`src/rtl/vga_timing_gen_if.sv`:
```
// Raster-side signal bundle for vga_timing_gen: pixel strobe in, sync/position/pulse outputs.
// master = the timing generator, slave = the consumer that supplies pix_en.
interface vga_timing_gen_if;
  logic       pix_en;
  logic       hsync;
  logic       vsync;
  logic       video_on;
  logic [9:0] vga_x;
  logic [8:0] vga_y;
  logic       line_start;
  logic       frame_start;

  modport master (
    input  pix_en,
    output hsync,
    output vsync,
    output video_on,
    output vga_x,
    output vga_y,
    output line_start,
    output frame_start
  );

  modport slave (
    output pix_en,
    input  hsync,
    input  vsync,
    input  video_on,
    input  vga_x,
    input  vga_y,
    input  line_start,
    input  frame_start
  );
endinterface

```
`src/rtl/vga_timing_gen.sv`:
```
// Parameterised VGA raster timing generator advancing one pixel per pix_en strobe.
// All outputs are registered and decoded from the next counter values, so they align with h/v.
module vga_timing_gen #(
  parameter int unsigned H_ACTIVE = 640,
  parameter int unsigned H_FP     = 16,
  parameter int unsigned H_SYNC   = 96,
  parameter int unsigned H_BP     = 48,
  parameter int unsigned V_ACTIVE = 480,
  parameter int unsigned V_FP     = 10,
  parameter int unsigned V_SYNC   = 2,
  parameter int unsigned V_BP     = 33,
  parameter logic        SYNC_POL = 1'b0
) (
  input  logic               clk,
  input  logic               rst,
  vga_timing_gen_if.master   vif
);

  localparam int unsigned H_TOTAL = H_ACTIVE + H_FP + H_SYNC + H_BP;
  localparam int unsigned V_TOTAL = V_ACTIVE + V_FP + V_SYNC + V_BP;

  localparam logic [9:0] H_LAST   = 10'(H_TOTAL - 1);
  localparam logic [9:0] V_LAST   = 10'(V_TOTAL - 1);
  localparam logic [9:0] H_ACT    = 10'(H_ACTIVE);
  localparam logic [9:0] V_ACT    = 10'(V_ACTIVE);
  localparam logic [9:0] HS_BEG   = 10'(H_ACTIVE + H_FP);
  localparam logic [9:0] HS_END   = 10'(H_ACTIVE + H_FP + H_SYNC);
  localparam logic [9:0] VS_BEG   = 10'(V_ACTIVE + V_FP);
  localparam logic [9:0] VS_END   = 10'(V_ACTIVE + V_FP + V_SYNC);

  logic [9:0] r_h_cnt;
  logic [9:0] r_v_cnt;
  logic       r_hsync;
  logic       r_vsync;
  logic       r_video_on;
  logic [9:0] r_vga_x;
  logic [8:0] r_vga_y;
  logic       r_line_start;
  logic       r_frame_start;

  logic       w_h_wrap;
  logic [9:0] w_h_nxt;
  logic [9:0] w_v_nxt;
  logic       w_h_act;
  logic       w_v_act;
  logic       w_hsync_nxt;
  logic       w_vsync_nxt;

  always_comb begin
    w_h_wrap = (r_h_cnt == H_LAST);
    w_h_nxt  = w_h_wrap ? '0 : r_h_cnt + 10'd1;
    w_v_nxt  = r_v_cnt;
    if (w_h_wrap) begin
      w_v_nxt = (r_v_cnt == V_LAST) ? '0 : r_v_cnt + 10'd1;
    end
    w_h_act     = (w_h_nxt < H_ACT);
    w_v_act     = (w_v_nxt < V_ACT);
    w_hsync_nxt = ((w_h_nxt >= HS_BEG) && (w_h_nxt < HS_END)) ? SYNC_POL : ~SYNC_POL;
    w_vsync_nxt = ((w_v_nxt >= VS_BEG) && (w_v_nxt < VS_END)) ? SYNC_POL : ~SYNC_POL;
  end

  // Reset parks the raster on the last pixel so the first strobe lands on (0,0).
  always_ff @(posedge clk or posedge rst) begin
    if (rst) begin
      r_h_cnt       <= H_LAST;
      r_v_cnt       <= V_LAST;
      r_hsync       <= ~SYNC_POL;
      r_vsync       <= ~SYNC_POL;
      r_video_on    <= 1'b0;
      r_vga_x       <= '0;
      r_vga_y       <= '0;
      r_line_start  <= 1'b0;
      r_frame_start <= 1'b0;
    end else if (vif.pix_en) begin
      r_h_cnt       <= w_h_nxt;
      r_v_cnt       <= w_v_nxt;
      r_hsync       <= w_hsync_nxt;
      r_vsync       <= w_vsync_nxt;
      r_video_on    <= w_h_act && w_v_act;
      r_vga_x       <= w_h_act ? w_h_nxt : '0;
      r_vga_y       <= w_v_act ? w_v_nxt[8:0] : '0;
      r_line_start  <= (w_h_nxt == '0);
      r_frame_start <= (w_h_nxt == '0) && (w_v_nxt == '0);
    end else begin
      r_line_start  <= 1'b0;
      r_frame_start <= 1'b0;
    end
  end

  assign vif.hsync       = r_hsync;
  assign vif.vsync       = r_vsync;
  assign vif.video_on    = r_video_on;
  assign vif.vga_x       = r_vga_x;
  assign vif.vga_y       = r_vga_y;
  assign vif.line_start  = r_line_start;
  assign vif.frame_start = r_frame_start;

endmodule

```
`src/flat_wrapper.sv`:
```
// flat-port wrapper written by rule: the top's interface ports become plain ports
module vga_timing_gen_flat 
#(
  parameter int unsigned H_ACTIVE = 640,
  parameter int unsigned H_FP     = 16,
  parameter int unsigned H_SYNC   = 96,
  parameter int unsigned H_BP     = 48,
  parameter int unsigned V_ACTIVE = 480,
  parameter int unsigned V_FP     = 10,
  parameter int unsigned V_SYNC   = 2,
  parameter int unsigned V_BP     = 33,
  parameter logic        SYNC_POL = 1'b0
)
  (clk, rst, vif_pix_en, vif_hsync, vif_vsync, vif_video_on, vif_vga_x, vif_vga_y, vif_line_start, vif_frame_start);
  vga_timing_gen_if vif_i ();
  input  logic clk;
  input  logic rst;
  input wire logic [$bits(vif_i.pix_en)-1:0] vif_pix_en;
  output wire logic [$bits(vif_i.hsync)-1:0] vif_hsync;
  output wire logic [$bits(vif_i.vsync)-1:0] vif_vsync;
  output wire logic [$bits(vif_i.video_on)-1:0] vif_video_on;
  output wire logic [$bits(vif_i.vga_x)-1:0] vif_vga_x;
  output wire logic [$bits(vif_i.vga_y)-1:0] vif_vga_y;
  output wire logic [$bits(vif_i.line_start)-1:0] vif_line_start;
  output wire logic [$bits(vif_i.frame_start)-1:0] vif_frame_start;
  assign vif_i.pix_en = vif_pix_en;
  assign vif_hsync = vif_i.hsync;
  assign vif_vsync = vif_i.vsync;
  assign vif_video_on = vif_i.video_on;
  assign vif_vga_x = vif_i.vga_x;
  assign vif_vga_y = vif_i.vga_y;
  assign vif_line_start = vif_i.line_start;
  assign vif_frame_start = vif_i.frame_start;
  vga_timing_gen #(.H_ACTIVE(H_ACTIVE), .H_FP(H_FP), .H_SYNC(H_SYNC), .H_BP(H_BP), .V_ACTIVE(V_ACTIVE), .V_FP(V_FP), .V_SYNC(V_SYNC), .V_BP(V_BP), .SYNC_POL(SYNC_POL)) u_core (.clk(clk), .rst(rst), .vif(vif_i));
endmodule
```
`config.mk`:
```
export PLATFORM = sky130hd
export DESIGN_NAME = vga_timing_gen_flat
export DESIGN_NICKNAME = d
export VERILOG_FILES = /design/src/rtl/vga_timing_gen_if.sv /design/src/rtl/vga_timing_gen.sv /design/src/flat_wrapper.sv
export SDC_FILE = /design/constraint.sdc
export NUM_CORES = 1
export LEC_CHECK = 0
export CORE_UTILIZATION = 54
export DETAILED_ROUTE_END_ITERATION = 10
export PLACE_DENSITY = 0.76
export SYNTH_ARGS = -nofsm -noshare
export SYNTH_HDL_FRONTEND = slang
export SYNTH_SLANG_ARGS = --single-unit
```
`constraint.sdc`:
```
create_clock -name clk -period 7.4 [get_ports clk]
set_input_delay 2.22 -clock clk [delete_from_list [all_inputs] [get_ports clk]]
set_output_delay 2.22 -clock clk [all_outputs]
set_load 0.01 [all_outputs]
```
==> flow_summary.yaml <==
worst_setup_path:
  crit_start: "vif_pix_en"
  cp-endpoint: "u_core.r_v_cnt[9]"
  timing.rr.start: "u_core.r_h_cnt[0]"
  r2r_slack_ns: 4.10
  critPathKind: "in2reg"
  reg2reg_to: "u_core.vif.vga_y[7]"
  arrival_ns: 3.87
  endpoint_kind: "flop"
  critical_path.max_fanout: 32
  critPathLaunchType: "primary input"
  crit_required_ns: 7.60
  r2r_cells: 7
layout:
  layout_commonest_cell: "dfrtp_1"
  final_cell_mix: "32 x dfrtp_1, 30 x nand2_1, 26 x clkdlybuf4s50_1, 19 x xnor2_1, 18 x nand3_1"
  fin_util_pct: 63.0
  drive_gt1_share_pct: 11.1
  num-nets-final: 302
  antenna_cells: 0
  n_fill_cell: 397
  syn2layout_area_growth_pct: 12.6
grt:
  grt_max_degree: 45
  track_usage_pct: 24.1
  grt_pass1_wl_mm: 9.67
  gr-total-overflow: 0
  antenna_found_initial: 0
  grt_pass1_vias: 1926
power_and_ir_drop:
  ir_drop_uv: 199
  p_leak_nw: 1.14
  powerDensity_nw_per_um2: 263
  total_power_uw: 783
yosys:
  syn_area_per_cell_um2: 9.27
  synth_edf_count: 0
  synthCells: 285
  async_flop_share_pct: 100
  synthTopCellsByArea: "dfrtp_1 30%, dfstp_2 12%, xnor2_1 6.3%, o2bb2ai_1 5.3%, nand2_1 4.3%"
  ys.flop_type: "dfrtp_1"
  synth.top_cell.area_share_pct: 30.3
  ys_types: 53
  yosys_warnings: 0
  syn_nets: 291
  syn_area_um2: 2640
  synth_seq_area_share_pct: 42.2
  synth_area_leader_cell: "dfrtp_1"
  ys_seq_elements: 44
floorplan:
  ioPinCount: 27
  die_y_um: 72.0
  die_area_um2: 5180
  num_rows: 25
  coreArea_um2: 4720
  die_w_um: 72.0
  start_util_pct: 55.9
sta:
  slew_headroom_pct: 29.3
  fin_crit_ns: 3.67
  post-route-period-util_pct: 49.6
  tightest_slew_ns: 1.06
  report.final.slew_viol_count: 0
  tns_ns: 0
  setup_viol: 0
  rsz0062_at_grt: "no"
  worst_slack_ns: 3.73
  max_freq_mhz: 272
  fin_worst_skew_ns: 0.00725
  finalHoldViolCount: 0
clock_tree:
  h-tree-depth: 2
  clk_pin_slew_ns: 0.08
  worstSkewPairLatency_ns: 0.30
  cts_hold_buf: 0
  clock_sinks: 44
  cts_tree: "yes"
  cts_root_buf: "clkbuf_8"
  cts_buffers: 5
  cts.repair.resized: 0
  clockBufferDepth: 2
  post_cts_buffers: 0
routing:
  drt-wirelength-per-cell_um: 16.0
  vias: 2169
  antenna_left: 0
  routed_via_density: 5.96
  drcViolationCount: 0
  drt_first_pass_iters: 4
  drt_iter0_markers: 279
  postRouteWirelength_mm: 5.81
run:
  cap_violations: 0
placed_design:
  dp_slack_ns: 3.38
  dp_hpwl_mm: 3.84
  port_buffers: 26
  place.gp.congestion: 0.897
status:
  outcome: "finished, final reports clean"
worst_hold_path:
  worst_hold_path_type: "reg2reg"
  hp-start: "u_core.vif.vga_x[8]"
## logic make-up (layout without fill, tap and decap cells)
family                   Yosys count  in the layout  synth area share [%]
AND/OR/NAND/NOR                   99             99                  19.2
AO/OA/AOI/OAI                     75             75                  20.9
flip-flops                        44             44                  42.2
buffers and inverters             34             46                  5.92
XOR/XNOR                          25             25                  8.29
multiplexers                       5              5                  1.99
adder cells (fa/ha/maj)            3              3                  1.42
## worst min-delay path by stage
stage                     endpoint  slack [ns]  depth (start not counted)
2_1_floorplan    u_core.r_v_cnt[9]        0.48                          2
3_3_place_gp   u_core.vif.vga_x[8]        0.47                          1
3_5_place_dp   u_core.vif.vga_x[0]        0.47                          1
4_1_cts        u_core.vif.vga_x[8]        0.49                          1
5_1_grt        u_core.vif.vga_x[8]        0.50                          1
6_report       u_core.vif.vga_x[8]        0.49                          1
## cell type report
type | count | area [µm²] | share of cell area (%)
Clock buffer | 7 | 86.3 | 2.90
Clock inverter | 1 | 7.51 | 0.252
Inverter | 10 | 37.5 | 1.26
Multi-Input combinational cell | 207 | 1370 | 46.0
Sequential cell | 44 | 1120 | 37.5
Tap cell | 67 | 83.8 | 2.82
Timing Repair Buffer | 28 | 275 | 9.25
## synthesized netlist by cell type, types with 3 or more instances
cell type  count
ha_1           3
dfstp_2       12
nand4_1        7
a41oi_1        4
a21o_1         4
nor3_1         6
nor2_1        16
nor4_1         5
nand3_1       18
a21oi_1        8
a31oi_1        3
xor2_1         6
o21ai_0       15
a211oi_1       3
dfrtp_1       32
mux2i_1        3
buf_6          3
nand2_1       30
and4_1         4
o31ai_1        5
inv_1         10
o2bb2ai_1     16
xnor2_1       19
clkbuf_1      16
## power breakdown
part | internal [mW] | switching, mW | leakage [nW]
Clock | 0.0760 | 0.0839 | 0.0445
Combinational | 0.120 | 0.122 | 0.554
Sequential | 0.302 | 0.0794 | 0.545
Total | 0.498 | 0.286 | 1.14
## sequential cells by signal, summed over array words and instances, names as in the netlist
register,cells
u_core.r_h_cnt,10
u_core.r_v_cnt,10
u_core.vif.frame_start,1
u_core.vif.hsync,1
u_core.vif.line_start,1
u_core.vif.vga_x,10
u_core.vif.vga_y,9
u_core.vif.video_on,1
u_core.vif.vsync,1
## per-layer routing
layer / global-route usage (%) / up-vias / part of all wire [%]
met1: 37.4 / 1026 / 50
met5: 0 / - / 0
met4: 6.97 / 0 / 0.86
met3: 4.03 / 6 / 6.0
li1: - / 1064 / -
met2: 34.6 / 73 / 43
## per-stage QoR
step	instances	cell area, µm²	hold WS (ns)
4_1_cts	364	2980	0.494
3_5_place_dp	356	2880	0.472
3_3_place_gp	356	2880	0.467
5_1_grt	364	2980	0.503
2_1_floorplan	285	2640	0.479
6_report	364	2980	0.488
## worst max-delay path, stage by stage
cell and delay (ns):
clkdlybuf4s50_1 0.45, buf_4 0.31, inv_1 0.47, a21o_1 0.30, nand2_1 0.06, o31ai_1 0.06
Power figures use the tool's default switching activity.
